**src/rtl/lsu_addrchk_arb_pkg.sv**
```systemverilog
// Shared types for the LSU/DMA address-check arbiter: access size encoding,
// arbiter state and the size-to-last-byte-offset helper.
package lsu_addrchk_arb_pkg;

  typedef enum logic [1:0] {
    BYTE = 2'd0,
    HALF = 2'd1,
    WORD = 2'd2
  } lsu_size_e;

  typedef enum logic [0:0] {
    CORE_PRI = 1'b0,
    DMA_PRI  = 1'b1
  } arb_state_e;

  // Offset of the last byte touched; the illegal encoding 3 behaves as a word.
  function automatic logic [1:0] size_last_off(input logic [1:0] size);
    case (size)
      BYTE:    size_last_off = 2'd0;
      HALF:    size_last_off = 2'd1;
      default: size_last_off = 2'd3;
    endcase
  endfunction

endpackage

```
**src/rtl/lsu_arb_satcnt.sv**
```systemverilog
// Saturating up-counter with hold > clear > increment priority and
// synchronous active-low reset.
module lsu_arb_satcnt #(
  parameter int W   = 4,
  parameter int MAX = 15
) (
  input  logic         clk,
  input  logic         rst_l,
  input  logic         hold,
  input  logic         clr,
  input  logic         inc,
  output logic [W-1:0] cnt
);

  always_ff @(posedge clk) begin
    if (!rst_l) begin
      cnt <= '0;
    end else if (!hold) begin
      if (clr) begin
        cnt <= '0;
      end else if (inc && (cnt != W'(MAX))) begin
        cnt <= cnt + 1'b1;
      end
    end
  end

endmodule

```
**src/rtl/lsu_addrchk_arb.sv**
```systemverilog
// Arbitrates the single DC1 address-check port between the core LSU pipe and
// the DMA slave, and returns the registered checker verdict to the winner.
module lsu_addrchk_arb
  import lsu_addrchk_arb_pkg::*;
#(
  parameter int DMA_MAX_WAIT  = 15,
  parameter int DMA_BURST_MAX = 4
) (
  input  logic        clk,
  input  logic        rst_l,
  input  logic        lsu_freeze_dc3,
  input  logic        core_req_valid,
  input  logic [31:0] core_addr,
  input  logic [1:0]  core_size,
  output logic        core_req_ready,
  input  logic        dma_req_valid,
  input  logic [31:0] dma_addr,
  input  logic [1:0]  dma_size,
  output logic        dma_req_ready,
  output logic        chk_valid,
  output logic [31:0] chk_start_addr,
  output logic [31:0] chk_end_addr,
  output logic        chk_by,
  output logic        chk_half,
  output logic        chk_word,
  output logic        chk_dma,
  input  logic        access_fault,
  input  logic        misaligned_fault,
  output logic        rsp_core_valid,
  output logic        rsp_dma_valid,
  output logic        rsp_access_fault,
  output logic        rsp_misaligned,
  output arb_state_e  dbg_state,
  output logic [$clog2(DMA_MAX_WAIT+1)-1:0]  dbg_wait_cnt,
  output logic [$clog2(DMA_BURST_MAX+1)-1:0] dbg_burst_cnt
);

  localparam int CNT_W = $clog2(DMA_MAX_WAIT + 1);
  localparam int BST_W = $clog2(DMA_BURST_MAX + 1);

  arb_state_e       state;
  logic [CNT_W-1:0] wait_cnt;
  logic [BST_W-1:0] burst_cnt;
  logic             can_grant;
  logic             burst_full;
  logic             core_gnt;
  logic             dma_gnt;
  logic             dma_starved;
  logic [31:0]      sel_addr;
  logic [1:0]       sel_size;

  // Handshake: a requester holds valid/addr/size until ready; ready is a
  // same-cycle combinational grant, at most one per cycle, never while frozen
  // or in reset.
  assign can_grant  = rst_l & ~lsu_freeze_dc3;
  assign burst_full = (burst_cnt == BST_W'(DMA_BURST_MAX));

  always_comb begin
    core_gnt = 1'b0;
    dma_gnt  = 1'b0;
    if (can_grant) begin
      if (state == DMA_PRI) begin
        dma_gnt  = dma_req_valid & ~(burst_full & core_req_valid);
        core_gnt = core_req_valid & ~dma_gnt;
      end else begin
        core_gnt = core_req_valid;
        dma_gnt  = dma_req_valid & ~core_req_valid;
      end
    end
  end

  // Switch as this refusal brings the wait to its limit, so the next cycle wins.
  assign dma_starved = dma_req_valid & ~dma_gnt &
                       (wait_cnt >= CNT_W'(DMA_MAX_WAIT - 1));

  always_ff @(posedge clk) begin
    if (!rst_l) begin
      state <= CORE_PRI;
    end else if (!lsu_freeze_dc3) begin
      case (state)
        CORE_PRI: if (dma_starved)    state <= DMA_PRI;
        DMA_PRI:  if (!dma_req_valid) state <= CORE_PRI;
        default:                      state <= CORE_PRI;
      endcase
    end
  end

  lsu_arb_satcnt #(.W(CNT_W), .MAX(DMA_MAX_WAIT)) u_wait_cnt (
    .clk   (clk),
    .rst_l (rst_l),
    .hold  (lsu_freeze_dc3),
    .clr   (dma_gnt | ~dma_req_valid),
    .inc   (dma_req_valid & ~dma_gnt),
    .cnt   (wait_cnt)
  );

  lsu_arb_satcnt #(.W(BST_W), .MAX(DMA_BURST_MAX)) u_burst_cnt (
    .clk   (clk),
    .rst_l (rst_l),
    .hold  (lsu_freeze_dc3),
    .clr   (core_gnt | ~core_req_valid),
    .inc   (dma_gnt & core_req_valid),
    .cnt   (burst_cnt)
  );

  always_comb begin
    sel_addr = 32'h0;
    sel_size = 2'd0;
    if (core_gnt) begin
      sel_addr = core_addr;
      sel_size = core_size;
    end else if (dma_gnt) begin
      sel_addr = dma_addr;
      sel_size = dma_size;
    end
  end

  assign core_req_ready = core_gnt;
  assign dma_req_ready  = dma_gnt;
  assign chk_valid      = core_gnt | dma_gnt;
  assign chk_dma        = dma_gnt;
  assign chk_start_addr = sel_addr;
  assign chk_end_addr   = chk_valid ? (sel_addr + 32'(size_last_off(sel_size))) : 32'h0;
  assign chk_by         = chk_valid & (sel_size == BYTE);
  assign chk_half       = chk_valid & (sel_size == HALF);
  assign chk_word       = chk_valid & (sel_size != BYTE) & (sel_size != HALF);

  // Frozen cycles keep the last verdict but never re-raise a valid.
  always_ff @(posedge clk) begin
    if (!rst_l) begin
      rsp_core_valid   <= 1'b0;
      rsp_dma_valid    <= 1'b0;
      rsp_access_fault <= 1'b0;
      rsp_misaligned   <= 1'b0;
    end else if (lsu_freeze_dc3) begin
      rsp_core_valid   <= 1'b0;
      rsp_dma_valid    <= 1'b0;
    end else begin
      rsp_core_valid   <= core_gnt;
      rsp_dma_valid    <= dma_gnt;
      rsp_access_fault <= core_gnt & access_fault;
      rsp_misaligned   <= core_gnt & misaligned_fault;
    end
  end

  assign dbg_state     = state;
  assign dbg_wait_cnt  = wait_cnt;
  assign dbg_burst_cnt = burst_cnt;

endmodule

```
**config.mk**
```make
export PLATFORM = sky130hd
export DESIGN_NAME = lsu_addrchk_arb
export DESIGN_NICKNAME = d
export VERILOG_FILES = /design/src/rtl/lsu_addrchk_arb_pkg.sv /design/src/rtl/lsu_arb_satcnt.sv /design/src/rtl/lsu_addrchk_arb.sv
export SDC_FILE = /design/constraint.sdc
export NUM_CORES = 1
export LEC_CHECK = 0
export BUFFER_PORTS_ARGS = -buffer_cell sky130_fd_sc_hd__buf_2
export CORE_ASPECT_RATIO = 0.5
export CORE_MARGIN = 2
export CORE_UTILIZATION = 41
export DETAILED_ROUTE_END_ITERATION = 6
export PLACE_DENSITY = 0.92
export SLEW_MARGIN = 20
export SYNTH_ARGS = -nofsm -noshare
export SYNTH_HDL_FRONTEND = slang
export SYNTH_SLANG_ARGS = --single-unit
```
**constraint.sdc**
```tcl
create_clock -name clk -period 4.9 [get_ports clk]
set_clock_uncertainty 0.15 [all_clocks]
set_input_delay 0.735 -clock clk [delete_from_list [all_inputs] [get_ports clk]]
set_output_delay 0.735 -clock clk [all_outputs]
set_load 0.1 [all_outputs]
```
# [Yosys cells after proc, flatten, opt, wreduce, memory -nomap -nowiden]
# Cells that the tools add are included.
[totals] reg_bits=12 input_bits=75 word_cells=67
[classes] n_addsub=3 order_cmp=1 n_eq_ne=5 mux=17 bitwise_logic=25 n_reduce_logical=9
[ops] op="32-bit two-way mux" count=3
[ops] op="32-bit by 2-bit adder with 32-bit output" count=1
[ops] op="1-bit bitwise AND" count=14
[ops] op="4-bit two-way mux" count=2
[ops] op="1-bit inverter" count=8
[ops] op="1-bit two-way mux" count=6
[ops] op="3-bit two-way mux" count=2
[ops] op="2-bit nonzero test" count=3
[ops] op="4-bit by 1-bit adder with 4-bit output (second input constant)" count=1
[ops] op="4-bit >= comparator (second input constant)" count=1
[ops] op="2-bit two-way mux" count=2
[ops] op="4-bit != test (second input constant)" count=1
[ops] op="2-bit one-hot mux with 2 select lines" count=1
[ops] op="2-bit AND reduction" count=2
[ops] op="3-bit by 1-bit adder with 3-bit output (second input constant)" count=1
[ops] op="3-bit == test (second input constant)" count=1
[ops] op="3-bit != test (second input constant)" count=1
[ops] op="1-bit bitwise OR" count=3
[ops] op="2-bit by 1-bit == test with 1-bit output (second input constant)" count=1
[ops] op="1-bit logical AND" count=2
[ops] op="2-bit logical NOT" count=1
[ops] op="2-bit by 1-bit != test with 1-bit output (second input constant)" count=1
[ops] op="1-bit one-hot mux with 2 select lines" count=1
[ops] op="2-bit OR reduction" count=1

# [Depth between registers and ports, before layout]
# Gate-level depths: netlist (run 1).
[depth] depth_word=13 ltp_mapped=15

# [By module]
# A second synthesis (run 1) with hierarchy kept.
[unflattened] hier_cells=296 area_unflattened_um2=2152.1
[by_module_without_submodules] mod="lsu_addrchk_arb" n_inst=1 cells_each=247 area_each_um2=1747.9 seq_area_each_um2=100.1
[by_module_without_submodules] mod="lsu_arb_satcnt (u_wait_cnt)" n_inst=1 cells_each=27 area_each_um2=227.7 seq_area_each_um2=80.1
[by_module_without_submodules] mod="lsu_arb_satcnt (u_burst_cnt)" n_inst=1 cells_each=22 area_each_um2=176.4 seq_area_each_um2=60.1

# [Least setup slack after synthesis (run 1)]
# Ideal clock, no wire load.
[synth_path] path_type="register -> output" from="reg u_burst_cnt.cnt[0]" to="out chk_end_addr[27]" arrival_ns=7.069 setup_slack_ns=-3.054 stages_incl_launch_ff=16 path_cell_list="dfxtp_1 > inv_1 > ha_1 > a21bo_1 > buf_4 > a211oi_4 > clkbuf_1 > clkbuf_1 > a22o_1 > ha_1 > a21oi_1 > inv_1 > and3_1 > nand4_2 > nor4_2 > xnor2_1"
[synth_via] word_cells_on_any_way=20
[synth_lines] item="from (decl)" line_no="lsu_arb_satcnt.sv:12" rtl="output logic [W-1:0] cnt"
[synth_lines] item="from (signal assigned)" line_no="lsu_arb_satcnt.sv:22" rtl="cnt <= cnt + 1'b1;"
[synth_lines] item="3-bit == test" line_no="lsu_addrchk_arb.sv:56" rtl="assign burst_full = (burst_cnt == BST_W'(DMA_BURST_MAX));"
[synth_lines] item="1-bit bitwise AND" line_no="lsu_addrchk_arb.sv:63" rtl="dma_gnt = dma_req_valid & ~(burst_full & core_req_valid);"
[synth_lines] item="1-bit inverter" line_no="lsu_addrchk_arb.sv:63"
[synth_lines] item="1-bit bitwise AND" line_no="lsu_addrchk_arb.sv:63"
[synth_lines] item="1-bit two-way mux" line_no="lsu_addrchk_arb.sv:62" rtl="if (state == DMA_PRI) begin"
[synth_lines] item="1-bit two-way mux" line_no="lsu_addrchk_arb.sv:61" rtl="if (can_grant) begin"
[synth_lines] item="net chk_dma" line_no="lsu_addrchk_arb.sv:26" rtl="output logic chk_dma,"
[synth_lines] item="32-bit two-way mux" line_no="lsu_addrchk_arb.sv:112" rtl="end else if (dma_gnt) begin"
[synth_lines] item="32-bit two-way mux" line_no="lsu_addrchk_arb.sv:109" rtl="if (core_gnt) begin"
[synth_lines] item="net chk_start_addr[1]" line_no="lsu_addrchk_arb.sv:21" rtl="output logic [31:0] chk_start_addr,"
[synth_lines] item="32-bit by 2-bit adder with 32-bit output" line_no="lsu_addrchk_arb.sv:123" rtl="assign chk_end_addr = chk_valid ? (sel_addr + 32'(size_last_off(sel_size))) : 32'h0;"
[synth_lines] item="32-bit two-way mux" line_no="lsu_addrchk_arb.sv:123"
[synth_lines] item="to (decl)" line_no="lsu_addrchk_arb.sv:22" rtl="output logic [31:0] chk_end_addr,"
# The timed path passes the listed nets, and every way through them passes these cells.

# [Final worst setup path (run 1)]
[layout_path] from="reg u_burst_cnt.cnt[0]" to="out chk_end_addr[17]"
[layout_via] elab_chain_cells=13 word_cells_on_any_way=20
[layout_lines] item="3-bit == test *" line_no="lsu_addrchk_arb.sv:56"
[layout_lines] item="1-bit bitwise AND *" line_no="lsu_addrchk_arb.sv:63"
[layout_lines] item="1-bit inverter *" line_no="lsu_addrchk_arb.sv:63"
[layout_lines] item="1-bit bitwise AND *" line_no="lsu_addrchk_arb.sv:63"
[layout_lines] item="1-bit inverter" line_no="lsu_addrchk_arb.sv:64" rtl="core_gnt = core_req_valid & ~dma_gnt;"
[layout_lines] item="1-bit bitwise AND" line_no="lsu_addrchk_arb.sv:64"
[layout_lines] item="1-bit two-way mux" line_no="lsu_addrchk_arb.sv:62"
[layout_lines] item="1-bit two-way mux" line_no="lsu_addrchk_arb.sv:61"
[layout_lines] item="2-bit two-way mux" line_no="lsu_addrchk_arb.sv:109"
[layout_lines] item="2-bit by 1-bit == test with 1-bit output or 2-bit logical NOT (tied branches)" line_no="lsu_addrchk_arb_pkg.sv:18" rtl="case (size)"
[layout_lines] item="2-bit one-hot mux with 2 select lines" line_no="lsu_addrchk_arb_pkg.sv:18"
[layout_lines] item="32-bit by 2-bit adder with 32-bit output" line_no="lsu_addrchk_arb.sv:123"
[layout_lines] item="32-bit two-way mux *" line_no="lsu_addrchk_arb.sv:123"
# Every way passes the cells marked *; elsewhere a longest branch is shown, timed or not.

==> metrics.log, run 1 <==
[metrics] Bufs on Longest Clock Path: 2
[metrics] number of iterations in the first detailed-routing pass: 5
[metrics] startpoint type of the worst setup path: flop
[metrics] headroom to the max-slew limit: 0.575
[metrics] dominant register cell in the synthesized netlist: sky130_fd_sc_hd__dfxtp_1
[metrics] Starting DRT DRC Count: 246
[metrics] Synthesis Warnings: 0
[metrics] IR Drop Worst-Case VDD: 0.174 mV
[metrics] clock buffer count from CTS: 3
[metrics] Antenna Nets Post-Route: 0
[metrics] TritonCTS clock tree: yes
[metrics] number of enable-type register cells in the synthesized netlist: 0
[metrics] sequential cell fraction of total power: 0.166
[metrics] clock slew at reported path FFs: 0.05 ns
[metrics] clock latency on the worst-skew pair: 0.24 ns
[metrics] final instance area: 0.00393 mm2
[metrics] number of antenna diodes: 0
[metrics] Cell Rows: 17
[metrics] Avg Synthesized Cell Area: 7.43 um2
[metrics] count of unresolved DRC violations after routing: 0
[metrics] Worst-Margin Slew: 0.637 ns
[metrics] number of placed I/O pins: 158
[metrics] Period minus WS final: 4.75 ns
[metrics] Chip Width: 103 um
[metrics] syn_nets: 354
[metrics] switching power share of the total: 0.530
[metrics] final WL: 9330 um
[metrics] Worst EP arrival: 3.87 ns
[metrics] setup repair after global routing missed its margin: true
[metrics] relative contribution of combinational cells to total power: 0.661
[metrics] # H-tree levels: 1
[metrics] sequential share of the synthesized area: 0.119
[metrics] highest net fanout along the worst path: 27
[metrics] crit end category: output pin
[metrics] top achievable clock speed: 210 MHz
[metrics] die outline area: 0.00554 mm2
[metrics] final core occ: 0.859
[metrics] Max-Cap Viols: 0
[metrics] share of the clock period used by the worst path: 0.970
[metrics] post-cts hold buffer count: 0
[metrics] unique cell type count in the Yosys netlist: 49
[metrics] hold violation total from the final report: 0
[metrics] clk sinks: 12
[metrics] net count reported at finish: 508
[metrics] IO buf count: 157
[metrics] cell taking the most area after synthesis: sky130_fd_sc_hd__dfxtp_1
[metrics] vias in the first global route: 2,976
[metrics] Cell Int Power: 285 uW
[metrics] power after layout: 607 uW
[metrics] remaining global-route overflow: 0
[metrics] wire length per cell after detailed routing: 19.0 um
[metrics] layout cells sized above 1: 0.558
[metrics] switching power of the nets: 322 uW
[metrics] class of the tightest hold or removal check: reg -> reg
[metrics] initial core utilization: 0.442
[metrics] via total after detailed routing: 2,940
[metrics] Required @ worst endpoint: 4.01 ns
[metrics] first-pass GRT wire length: 14,200 um
[metrics] ys async rst share: 0
[metrics] Static Leak: 0.00187 uW
[metrics] total of flip-flops plus latches after synthesis: 12
[metrics] count of mapped cells out of synthesis: 272
[metrics] Root Buffer Master: sky130_fd_sc_hd__clkbuf_8
[metrics] final number of max-transition violations: 0
[metrics] status: finished clean
[metrics] power density cells: 155 mW/mm2
[metrics] worst hold margin: 0.430 ns
[metrics] post-placement cell area: 0.00387 mm2
[metrics] clock group share of total power: 0.173
[metrics] area of the core: 0.00457 mm2
[metrics] Detail Placement HPWL: 7880 um
[metrics] final number of setup-violating endpoints: 0
[metrics] maximum number of pins on one net before global-route repair: 28
[metrics] top cells by count, synth: sky130_fd_sc_hd__nor2_1 (30), sky130_fd_sc_hd__inv_1 (18), sky130_fd_sc_hd__xnor2_1 (18)
[metrics] combined area of all synthesized cells: 0.00202 mm2
[metrics] initial antenna violation count: 0
[metrics] area added between synthesis and finish: 94.2%
[metrics] post-detailed-route via-to-cell ratio: 5.99
[metrics] Die Y: 53.7 um
[metrics] worst setup path category: reg -> out
[metrics] weighted congestion at the end of routability-driven global placement: 0.963
[metrics] overall fraction of global-route tracks in use: 0.334
[metrics] top-count cell post-synth: sky130_fd_sc_hd__nor2_1
[metrics] Post-CTS Setup Bufs: 0
[metrics] post-CTS resize count: 0
[metrics] top area cells in the synthesized netlist: sky130_fd_sc_hd__dfxtp_1 (12%), sky130_fd_sc_hd__xnor2_1 (7.8%), sky130_fd_sc_hd__xor2_1 (7.4%)
[metrics] area share of the largest cell type after synthesis: 0.119
power groups by stage:
stage          Combinational (uW)  Clock [uW]  Sequential, uW
3_3_place_gp                  386           0             103
2_1_floorplan                 258           0             118
5_1_grt                       413         111             101
6_report                      401         105             101
3_5_place_dp                  397           0             103
4_1_cts                       398         109             101
registers in the layout (all words and copies together) (netlist names):
name,count
dbg_state,1
u_wait_cnt.cnt,4
rsp_core_valid,1
rsp_misaligned,1
u_burst_cnt.cnt,3
rsp_dma_valid,1
rsp_access_fault,1
worst max-delay path, stage by stage (launching register included):
cell	delay (ns)
sky130_fd_sc_hd__dfxtp_4	0.36
sky130_fd_sc_hd__inv_4	0.04
sky130_fd_sc_hd__ha_4	0.16
sky130_fd_sc_hd__a21bo_1	0.35
sky130_fd_sc_hd__a211oi_4	0.29
sky130_fd_sc_hd__buf_4	0.34
sky130_fd_sc_hd__a22oi_1	0.15
sky130_fd_sc_hd__nand2b_1	0.19
sky130_fd_sc_hd__ha_4	0.18
sky130_fd_sc_hd__a21oi_1	0.10
sky130_fd_sc_hd__inv_1	0.08
sky130_fd_sc_hd__and3_1	0.17
sky130_fd_sc_hd__nand4_2	0.26
sky130_fd_sc_hd__nor3_1	0.56
sky130_fd_sc_hd__xor2_4	0.20
sky130_fd_sc_hd__buf_12	0.19
routing by layer:
layer,part of all wire,up-vias,track usage
met5,0,-,0
met4,0.051,0,0.195
met3,0.061,52,0.0403
met2,0.53,206,0.659
met1,0.36,1397,0.352
li1,-,1285,-
per-stage QoR:
step                      TNS [ns]  instances  setup WS [ns]
final                            0        491          0.146
after global routing      -0.00247        491       -0.00247
after CTS                        0        491          0.168
after detailed placement         0        487          0.204
after global placement           0        487          0.432
after floorplan              -2.15        272         -0.596
worst paths after layout:
check                             startpoint  cells past startpoint  slack (ns)                             end
max          u_burst_cnt.cnt[0]$_SDFFE_PN0P_                     15        0.15                chk_end_addr[17]
max reg2reg  u_burst_cnt.cnt[0]$_SDFFE_PN0P_                     10        2.22  u_wait_cnt.cnt[3]$_SDFFE_PN0P_
min reg2reg      rsp_misaligned$_SDFFE_PN0N_                      3        0.43     rsp_misaligned$_SDFFE_PN0N_
min              rsp_misaligned$_SDFFE_PN0N_                      3        0.43     rsp_misaligned$_SDFFE_PN0N_
cell families (layout without fill, tap and decap cells):
| kind of cell | after synthesis | in the layout | share of synthesized area |
|---|---|---|---|
| muxes | 1 | 1 | 0.00495 |
| buffers and inverters | 36 | 189 | 0.0743 |
| xor gates and xnor gates | 35 | 35 | 0.152 |
| AOI/OAI and AO/OA | 70 | 70 | 0.284 |
| DFF | 12 | 12 | 0.119 |
| and+or+nand+nor | 111 | 111 | 0.319 |
| adders and majority gates | 7 | 7 | 0.0470 |
cells in the final DEF (no fill, tap or decap), types with 3 or more instances in the layout:
| cell | netlist | final |
|---|---|---|
| sky130_fd_sc_hd__a21oi_1 | 5 | 4 |
| sky130_fd_sc_hd__a22o_1 | 13 | 11 |
| sky130_fd_sc_hd__a22oi_1 | 15 | 15 |
| sky130_fd_sc_hd__a32oi_1 | 3 | 3 |
| sky130_fd_sc_hd__and2_1 | 9 | 9 |
| sky130_fd_sc_hd__and3_1 | 8 | 7 |
| sky130_fd_sc_hd__buf_12 | 0 | 38 |
| sky130_fd_sc_hd__buf_2 | 6 | 119 |
| sky130_fd_sc_hd__buf_4 | 2 | 9 |
| sky130_fd_sc_hd__clkbuf_8 | 0 | 4 |
| sky130_fd_sc_hd__dfxtp_1 | 12 | 8 |
| sky130_fd_sc_hd__ha_1 | 6 | 4 |
| sky130_fd_sc_hd__inv_1 | 18 | 16 |
| sky130_fd_sc_hd__nand2_1 | 17 | 17 |
| sky130_fd_sc_hd__nand2b_1 | 3 | 3 |
| sky130_fd_sc_hd__nand3_1 | 11 | 11 |
| sky130_fd_sc_hd__nand4_1 | 5 | 5 |
| sky130_fd_sc_hd__nor2_1 | 30 | 24 |
| sky130_fd_sc_hd__nor2_2 | 0 | 5 |
| sky130_fd_sc_hd__nor2b_1 | 4 | 3 |
| sky130_fd_sc_hd__nor3_1 | 9 | 9 |
| sky130_fd_sc_hd__nor3b_2 | 3 | 3 |
| sky130_fd_sc_hd__nor4_2 | 5 | 5 |
| sky130_fd_sc_hd__o2111a_1 | 5 | 5 |
| sky130_fd_sc_hd__o211ai_1 | 3 | 3 |
| sky130_fd_sc_hd__o21ai_0 | 8 | 8 |
| sky130_fd_sc_hd__xnor2_1 | 18 | 6 |
| sky130_fd_sc_hd__xnor2_2 | 0 | 12 |
| sky130_fd_sc_hd__xor2_1 | 17 | 4 |
| sky130_fd_sc_hd__xor2_4 | 0 | 11 |
area by class of cell:
class	instances	area [um2]
clock buffers	4	55.1
fillers	227	646
inverters	19	76.3
multi-input cells	224	2040
flip-flops and latches	12	250
well taps	66	82.6
repair buffers	166	1420
(Power assumes the default switching activity.)
==> run 2: changes to the inputs <==
==> constraint.sdc (replaced) <==
create_clock -name clk -period 5.3 [get_ports clk]
set_clock_uncertainty 0.15 [all_clocks]
set_input_delay 0.795 -clock clk [delete_from_list [all_inputs] [get_ports clk]]
set_output_delay 0.795 -clock clk [all_outputs]
set_load 0.1 [all_outputs]
==> metrics.log, run 2 (synthesized netlist as in run 1, its figures left out) <==
[metrics] status: finished clean
[metrics] count of cells along the worst register-to-register path: 10 (unchanged)
[metrics] clock buffer count from CTS: 3 (unchanged)
[metrics] post-cts hold buffer count: 0 (unchanged)
[metrics] maximum number of pins on one net before global-route repair: 22 (-21%)
[metrics] number of antenna diodes: 0 (unchanged)
[metrics] Root Buffer Master: sky130_fd_sc_hd__clkbuf_8
[metrics] Largest register FFs: 4 (unchanged)
[metrics] Placement Setup Slack: 0.578 ns (+0.374 ns)
[metrics] Setup WS post-layout: 0.561 ns (+0.415 ns)
[metrics] clk sinks: 12 (unchanged)
[metrics] area of the core: 0.00457 mm2 (unchanged)
[metrics] clock slew at reported path FFs: 0.05 ns (about the same)
[metrics] Bufs on Longest Clock Path: 2 (unchanged)
[metrics] headroom to the max-slew limit: 0.598 (+0.0223)
[metrics] startpoint type of the worst setup path: input pin
[metrics] Most flops, register: u_wait_cnt.cnt
[metrics] die outline area: 0.00554 mm2 (unchanged)
[metrics] commonest non-fill, non-tap cell in the layout: sky130_fd_sc_hd__buf_2
[metrics] clock latency on the worst-skew pair: 0.24 ns (about the same)
[metrics] Detail Placement HPWL: 6860 um (-13%)
[metrics] Period minus WS final: 4.74 ns
[metrics] IR Drop Worst-Case VDD: 0.200 mV (+15%)
[metrics] Post-CTS Setup Bufs: 0 (unchanged)
[metrics] crit end category: output pin
[metrics] wire length per cell after detailed routing: 16.7 um (-12%)
[metrics] worst setup path category: in -> out
[metrics] number of placed I/O pins: 158 (unchanged)
[metrics] Static Leak: 0.00178 uW (-4.7%)
[metrics] final WL: 8160 um (-13%)
[metrics] largest registers: u_wait_cnt.cnt x4, u_burst_cnt.cnt x3
[metrics] initial core utilization: 0.442 (unchanged)
[metrics] Starting DRT DRC Count: 182 (-26%)
[metrics] Cell Rows: 17 (unchanged)
[metrics] Worst EP arrival: 3.79 ns (-0.08 ns)
[metrics] Min-Delay Path Depth: 2 (-1)
[metrics] vias in the first global route: 2,638 (-11%)
[metrics] Required @ worst endpoint: 4.36 ns (+0.35 ns)
[metrics] Die Y: 53.7 um (unchanged)
[metrics] overall fraction of global-route tracks in use: 0.293 (-0.0413)
[metrics] top achievable clock speed: 211 MHz
[metrics] # H-tree levels: 1 (unchanged)
[metrics] post-CTS resize count: 0 (unchanged)
[metrics] highest net fanout along the worst path: 11 (-59%)
[metrics] layout cells sized above 1: 0.530 (-0.0281)
[metrics] register-to-register setup slack: 2.78 ns (+0.56 ns)
[metrics] most frequent cells in the layout: sky130_fd_sc_hd__buf_2 (126), sky130_fd_sc_hd__buf_12 (31), sky130_fd_sc_hd__nor2_1 (26)
[metrics] Worst-Margin Slew: 0.602 ns (-0.0347 ns)
[metrics] share of the clock period used by the worst path: 0.894
[metrics] initial antenna violation count: 0 (unchanged)
[metrics] hold violation total from the final report: 0 (unchanged)
[metrics] post-placement cell area: 0.00361 mm2 (-6.7%)
[metrics] via total after detailed routing: 2,799 (-4.8%)
[metrics] area added between synthesis and finish: 80.9%
[metrics] Antenna Nets Post-Route: 0 (unchanged)
[metrics] weighted congestion at the end of routability-driven global placement: 0.882 (-8.4%)
[metrics] final number of max-transition violations: 0 (unchanged)
[metrics] Chip Width: 103 um (unchanged)
[metrics] net count reported at finish: 506 (-0.39%)
[metrics] IO buf count: 157 (unchanged)
[metrics] class of the tightest hold or removal check: reg -> reg
[metrics] final core occ: 0.800 (-0.0588)
[metrics] final number of setup-violating endpoints: 0 (unchanged)
[metrics] Max-Cap Viols: 0 (unchanged)
[metrics] count of unresolved DRC violations after routing: 0 (unchanged)
[metrics] post-detailed-route via-to-cell ratio: 5.72 (-4.4%)
[metrics] power density cells: 145 mW/mm2 (-6.5%)
[metrics] final instance area: 0.00366 mm2 (-6.8%)
[metrics] TritonCTS clock tree: yes
[metrics] setup repair after global routing missed its margin: false
[metrics] first-pass GRT wire length: 12,500 um (-12%)
[metrics] remaining global-route overflow: 0 (unchanged)
[metrics] number of iterations in the first detailed-routing pass: 6 (+1)
## run 2: cell count changes in the layout (fill, tap and decap cells not counted), moves of 3 or more
cell	delta
sky130_fd_sc_hd__buf_12	-7
sky130_fd_sc_hd__buf_2	+7
sky130_fd_sc_hd__xnor2_1	+3
sky130_fd_sc_hd__xnor2_2	-3
sky130_fd_sc_hd__xor2_2	+7
sky130_fd_sc_hd__xor2_4	-8
## run 2: path summary, 6_finish.rpt
check	from	endpoint
max reg2reg	u_burst_cnt.cnt[0]$_SDFFE_PN0P_	u_wait_cnt.cnt[3]$_SDFFE_PN0P_
max	core_req_valid	chk_end_addr[28]
min	u_burst_cnt.cnt[2]$_SDFFE_PN0P_	u_burst_cnt.cnt[2]$_SDFFE_PN0P_
min reg2reg	u_burst_cnt.cnt[2]$_SDFFE_PN0P_	u_burst_cnt.cnt[2]$_SDFFE_PN0P_
## run 2: final cells by class
| cell class | instances | area, um2 |
|---|---|---|
| Fill cell | 275 | 915 |
| Inverter | 19 | 76.3 |
| Multi-Input combinational cell | 224 | 1900 |
| Timing Repair Buffer | 164 | 1300 |
| Sequential cell | 12 | 250 |
| Clock buffer | 4 | 45.0 |
| Tap cell | 66 | 82.6 |
## run 2: stage by stage
step	setup TNS (ns)	power, uW	hold WS, ns	instances
after detailed placement	0	444	0.384	485
after global routing	0	550	0.439	489
after floorplan	-0.725	343	0.548	272
after global placement	0	438	0.363	485
after CTS	0	529	0.395	489
final	0	529	0.390	489
## run 2: metal layers
metal	routed length, um	global-route usage	share of wire	up-vias
li1	-	-	-	1279
met1	3030	0.336	0.37	1327
met2	4290	0.561	0.53	154
met3	534	0.0299	0.065	39
met4	305	0.136	0.037	0
met5	0	0	0	-
## run 2: power by group
group	internal (uW)	total (uW)	switching [uW]	leakage, uW
registers	91.5	93.3	1.81	0.000100
logic	95.8	351	255	0.00166
clock network	52.8	84.7	31.8	0.0000228
total	240	529	289	0.00178
## run 2: worst max-delay path, cell delays in order
cell,delay (ns)
sky130_fd_sc_hd__buf_2,0.23
sky130_fd_sc_hd__clkinv_1,0.29
sky130_fd_sc_hd__a211oi_2,0.30
sky130_fd_sc_hd__a22o_1,0.27
sky130_fd_sc_hd__nand2b_1,0.21
sky130_fd_sc_hd__ha_4,0.17
sky130_fd_sc_hd__fa_2,0.27
sky130_fd_sc_hd__and3_4,0.22
sky130_fd_sc_hd__nand4_4,0.18
sky130_fd_sc_hd__nor3_1,0.47
sky130_fd_sc_hd__xor2_4,0.20
sky130_fd_sc_hd__buf_12,0.19
==> run 3: changes to the inputs <==
--- a/config.mk
+++ b/config.mk
@@ -8,10 +8,10 @@
 export BUFFER_PORTS_ARGS = -buffer_cell sky130_fd_sc_hd__buf_2
 export CORE_ASPECT_RATIO = 0.5
 export CORE_MARGIN = 2
-export CORE_UTILIZATION = 41
+export CORE_UTILIZATION = 37
 export DETAILED_ROUTE_END_ITERATION = 6
-export PLACE_DENSITY = 0.92
-export SLEW_MARGIN = 20
+export PLACE_DENSITY = 0.88
+export SLEW_MARGIN = 5
 export SYNTH_ARGS = -nofsm -noshare
 export SYNTH_HDL_FRONTEND = slang
 export SYNTH_SLANG_ARGS = --single-unit
==> constraint.sdc (replaced) <==
create_clock -name clk -period 3.8 [get_ports clk]
set_clock_uncertainty 0.15 [all_clocks]
set_input_delay 0.57 -clock clk [delete_from_list [all_inputs] [get_ports clk]]
set_output_delay 0.57 -clock clk [all_outputs]
set_load 0.1 [all_outputs]
==> metrics.log, run 3 <==
[metrics] status: stopped before the end
[metrics] last step reached: clock tree synthesis (4_1_cts)
[metrics] tool error: [ERROR DPL-0038] Utilization greater than 100%, impossible to legalize
[metrics] clock buffer count from CTS: 3 (unchanged)
[metrics] cell taking the most area after synthesis: sky130_fd_sc_hd__dfxtp_1
[metrics] initial core utilization: 0.397 (-0.0449)
[metrics] Post-CTS Setup Bufs: 22 (+22)
[metrics] syn_nets: 354 (unchanged)
[metrics] IO buf count: 157 (unchanged)
[metrics] top cells by count, synth: sky130_fd_sc_hd__nor2_1 (30), sky130_fd_sc_hd__inv_1 (18), sky130_fd_sc_hd__xnor2_1 (18)
[metrics] area share of the largest cell type after synthesis: 0.119 (unchanged)
[metrics] Cell Rows: 18 (+1)
[metrics] Detail Placement HPWL: 11,300 um (+64%)
[metrics] fraction of the mapped netlist area in adder cells: 0.0470 (unchanged)
[metrics] weighted congestion at the end of routability-driven global placement: 0.917 (+3.9%)
[metrics] clk sinks: 12 (unchanged)
[metrics] dominant register cell in the synthesized netlist: sky130_fd_sc_hd__dfxtp_1
[metrics] # H-tree levels: 1 (unchanged)
[metrics] unique cell type count in the Yosys netlist: 49 (unchanged)
[metrics] post-placement cell area: 0.00491 mm2 (+36%)
[metrics] Synthesis Warnings: 0 (unchanged)
[metrics] simple-gate share of the synthesized area: 0.319 (unchanged)
[metrics] post-CTS resize count: 62 (+62)
[metrics] Avg Synthesized Cell Area: 7.43 um2 (unchanged)
[metrics] Die Y: 56.3 um (+4.9%)
[metrics] total of flip-flops plus latches after synthesis: 12 (unchanged)
[metrics] dominant combinational cell family by area after synthesis: simple AND/OR/NAND/NOR gates
[metrics] Synth Area in Compound Gates: 0.284 (unchanged)
[metrics] post-cts hold buffer count: 0 (unchanged)
[metrics] Root Buffer Master: sky130_fd_sc_hd__clkbuf_8
[metrics] number of enable-type register cells in the synthesized netlist: 0 (unchanged)
[metrics] post-synthesis share of cell area spent on xor and xnor gates: 0.152 (unchanged)
[metrics] number of placed I/O pins: 158 (unchanged)
[metrics] ys async rst share: 0 (unchanged)
[metrics] top area cells in the synthesized netlist: sky130_fd_sc_hd__dfxtp_1 (12%), sky130_fd_sc_hd__xnor2_1 (7.8%), sky130_fd_sc_hd__xor2_1 (7.4%)
[metrics] count of mapped cells out of synthesis: 272 (unchanged)
[metrics] Bufs on Longest Clock Path: 2 (unchanged)
[metrics] share of synthesized area spent on multiplexers: 0.00495 (unchanged)
[metrics] top-count cell post-synth: sky130_fd_sc_hd__nor2_1
[metrics] Chip Width: 109 um (+5.1%)
[metrics] sequential share of the synthesized area: 0.119 (unchanged)
[metrics] combined area of all synthesized cells: 0.00202 mm2 (unchanged)
-- run 3: cell counts after synthesis --
Identical to the previous run, type by type.
-- run 3: kinds of logic after synthesis --
logic type                 Yosys count
adders and majority gates            7
xor gates and xnor gates            35
buffers and inverters               36
DFF                                 12
and+or+nand+nor                    111
AOI/OAI and AO/OA                   70
muxes                                1
-- run 3: metrics by stage --
step	setup WS [ns]	util	setup TNS, ns	instances
after global placement	0.0124	0.965	0	534
after floorplan	-1.51	-	-22.80	272
after detailed placement	-0.336	0.965	-3.42	534
==> run 4: changes to the inputs <==
--- a/config.mk
+++ b/config.mk
@@ -6,11 +6,10 @@
 export NUM_CORES = 1
 export LEC_CHECK = 0
 export BUFFER_PORTS_ARGS = -buffer_cell sky130_fd_sc_hd__buf_2
-export CORE_ASPECT_RATIO = 0.5
 export CORE_MARGIN = 2
-export CORE_UTILIZATION = 37
+export CORE_UTILIZATION = 40
 export DETAILED_ROUTE_END_ITERATION = 6
-export PLACE_DENSITY = 0.88
+export PLACE_DENSITY_LB_ADDON = 0.15
 export SLEW_MARGIN = 5
 export SYNTH_ARGS = -nofsm -noshare
 export SYNTH_HDL_FRONTEND = slang
==> constraint.sdc (replaced) <==
create_clock -name clk -period 4.94 [get_ports clk]
set_clock_uncertainty 0.15 [all_clocks]
set_input_delay 0.741 -clock clk [delete_from_list [all_inputs] [get_ports clk]]
set_output_delay 0.741 -clock clk [all_outputs]
set_load 0.1 [all_outputs]
==> metrics.log, run 4 (synthesized netlist as in run 1, its figures left out) <==
[metrics] highest net fanout along the worst path: 20
[metrics] count of unresolved DRC violations after routing: 0
[metrics] Post-CTS Setup Bufs: 0 (-100%)
[metrics] Max-Cap Viols: 0
[metrics] power density cells: 152 mW/mm2
[metrics] crit end category: output pin
[metrics] worst setup path category: in -> out
[metrics] headroom to the max-slew limit: 0.611
[metrics] clock latency on the worst-skew pair: 0.25 ns
[metrics] final WL: 8350 um
[metrics] top achievable clock speed: 211 MHz
[metrics] Detail Placement HPWL: 7030 um (-38%)
[metrics] final number of max-transition violations: 0
[metrics] weighted congestion at the end of routability-driven global placement: 0.939 (+2.4%)
[metrics] worst hold margin: 0.422 ns
[metrics] number of placed I/O pins: 158 (unchanged)
[metrics] maximum number of pins on one net before global-route repair: 22
[metrics] status: finished clean
[metrics] Die Y: 75.1 um (+33%)
[metrics] commonest non-fill, non-tap cell in the layout: sky130_fd_sc_hd__buf_2
[metrics] remaining global-route overflow: 0
[metrics] Worst-Margin Slew: 0.583 ns
[metrics] Chip Width: 75.1 um (-31%)
[metrics] Root Buffer Master: sky130_fd_sc_hd__clkbuf_8
[metrics] Slowest cell on crit path: sky130_fd_sc_hd__nor3_1
[metrics] initial antenna violation count: 0
[metrics] post-CTS resize count: 0 (-100%)
[metrics] clock buffer count from CTS: 3 (unchanged)
[metrics] number of antenna diodes: 0
[metrics] Cell Rows: 25 (+7)
[metrics] IO buf count: 157 (unchanged)
[metrics] filler cell count in the final layout: 280
[metrics] Bufs on Longest Clock Path: 2 (unchanged)
[metrics] post-cts hold buffer count: 0 (unchanged)
[metrics] clk sinks: 12 (unchanged)
[metrics] TritonCTS clock tree: yes
[metrics] area added between synthesis and finish: 98.8%
[metrics] layout cells sized above 1: 0.558
[metrics] sum of negative setup slack: 0 ns
[metrics] via total after detailed routing: 2,765
[metrics] post-detailed-route via-to-cell ratio: 5.59
[metrics] number of iterations in the first detailed-routing pass: 4
[metrics] Antenna Nets Post-Route: 0
[metrics] die outline area: 0.00564 mm2
[metrics] area of the core: 0.00479 mm2
[metrics] first-pass GRT wire length: 12,300 um
[metrics] initial core utilization: 0.422 (+0.0252)
[metrics] share of the clock period used by the worst path: 0.959
[metrics] clock slew at reported path FFs: 0.06 ns
[metrics] most frequent cells in the layout: sky130_fd_sc_hd__buf_2 (114), sky130_fd_sc_hd__buf_12 (44), sky130_fd_sc_hd__nor2_1 (25)
[metrics] Period minus WS final: 4.74 ns
[metrics] Starting DRT DRC Count: 142
[metrics] net count reported at finish: 511
[metrics] # H-tree levels: 1 (unchanged)
[metrics] Critical Path, Cell by Cell: buf_2, nand2b_1, a211oi_2, buf_12, a22oi_1, nand2b_1, ha_4, a21oi_1, inv_1, and3_1, nand4_2, nor3_1, xor2_4, buf_12
[metrics] overall fraction of global-route tracks in use: 0.280
[metrics] vias in the first global route: 2,587
[metrics] Static Leak: 0.00190 uW
[metrics] setup repair after global routing missed its margin: false
[metrics] wire length per cell after detailed routing: 16.9 um
[metrics] Largest register FFs: 4
[metrics] IR Drop Worst-Case VDD: 0.175 mV
[metrics] hold violation total from the final report: 0
[metrics] delay of the slowest cell on the worst path: 0.54 ns
[metrics] startpoint type of the worst setup path: input pin
[metrics] class of the tightest hold or removal check: reg -> reg
[metrics] final number of setup-violating endpoints: 0
[metrics] largest registers: u_wait_cnt.cnt x4, u_burst_cnt.cnt x3
[metrics] Required @ worst endpoint: 4.05 ns
[metrics] Worst EP arrival: 3.85 ns
[metrics] Most flops, register: u_wait_cnt.cnt
-- run 4: area by class of cell --
| cell class | instances | area [um2] | area share |
|---|---|---|---|
| multi-input cells | 224 | 2020 | 0.503 |
| repair buffers | 169 | 1530 | 0.382 |
| flip-flops and latches | 12 | 250 | 0.0622 |
| well taps | 67 | 83.8 | 0.0209 |
| inverters | 19 | 76.3 | 0.0190 |
| clock buffers | 4 | 55.1 | 0.0137 |
-- run 4: worst max-delay path, delay by kind of cell --
kind            cells  cell delay (ns)
simple gates        5             1.45
buf+inv             4             0.66
compound gates      3             0.62
xor+xnor            1             0.21
fa+ha+maj           1             0.16
-- run 4: final timing paths --
kind / slack, ns / from / cells past startpoint / endpoint
setup reg to reg: 2.14 / u_burst_cnt.cnt[0]$_SDFFE_PN0P_ / 11 / u_wait_cnt.cnt[3]$_SDFFE_PN0P_
setup / recovery: 0.20 / lsu_freeze_dc3 / 14 / chk_end_addr[29]
hold / removal: 0.42 / u_wait_cnt.cnt[3]$_SDFFE_PN0P_ / 2 / u_wait_cnt.cnt[3]$_SDFFE_PN0P_
hold reg to reg: 0.42 / u_wait_cnt.cnt[3]$_SDFFE_PN0P_ / 2 / u_wait_cnt.cnt[3]$_SDFFE_PN0P_
-- run 4: power breakdown --
part           internal (uW)  total (uW)  switching (uW)
Combinational            120         399             279
Sequential              98.0         100            2.06
Clock                   70.7         113            42.3
Total                    289         612             323
-- run 4: metal layers --
metal,wire [um],vias up,track usage
met2,4200,153,0.495
met4,76,0,0.0496
met5,0,-,0
met1,3280,1299,0.345
li1,-,1302,-
met3,801,11,0.0750
-- run 4: per-stage QoR --
step           worst slack, ns  cells   util  cell area (um2)  power, uW
3_5_place_dp             0.242    491  0.828             3970        500
4_1_cts                  0.225    495  0.840             4020        612
3_3_place_gp             0.389    491  0.828             3970        496
5_1_grt                 0.0244    495  0.840             4020        629
2_1_floorplan           -0.562    272      -             2470        372
6_report                 0.200    495  0.840             4020        612
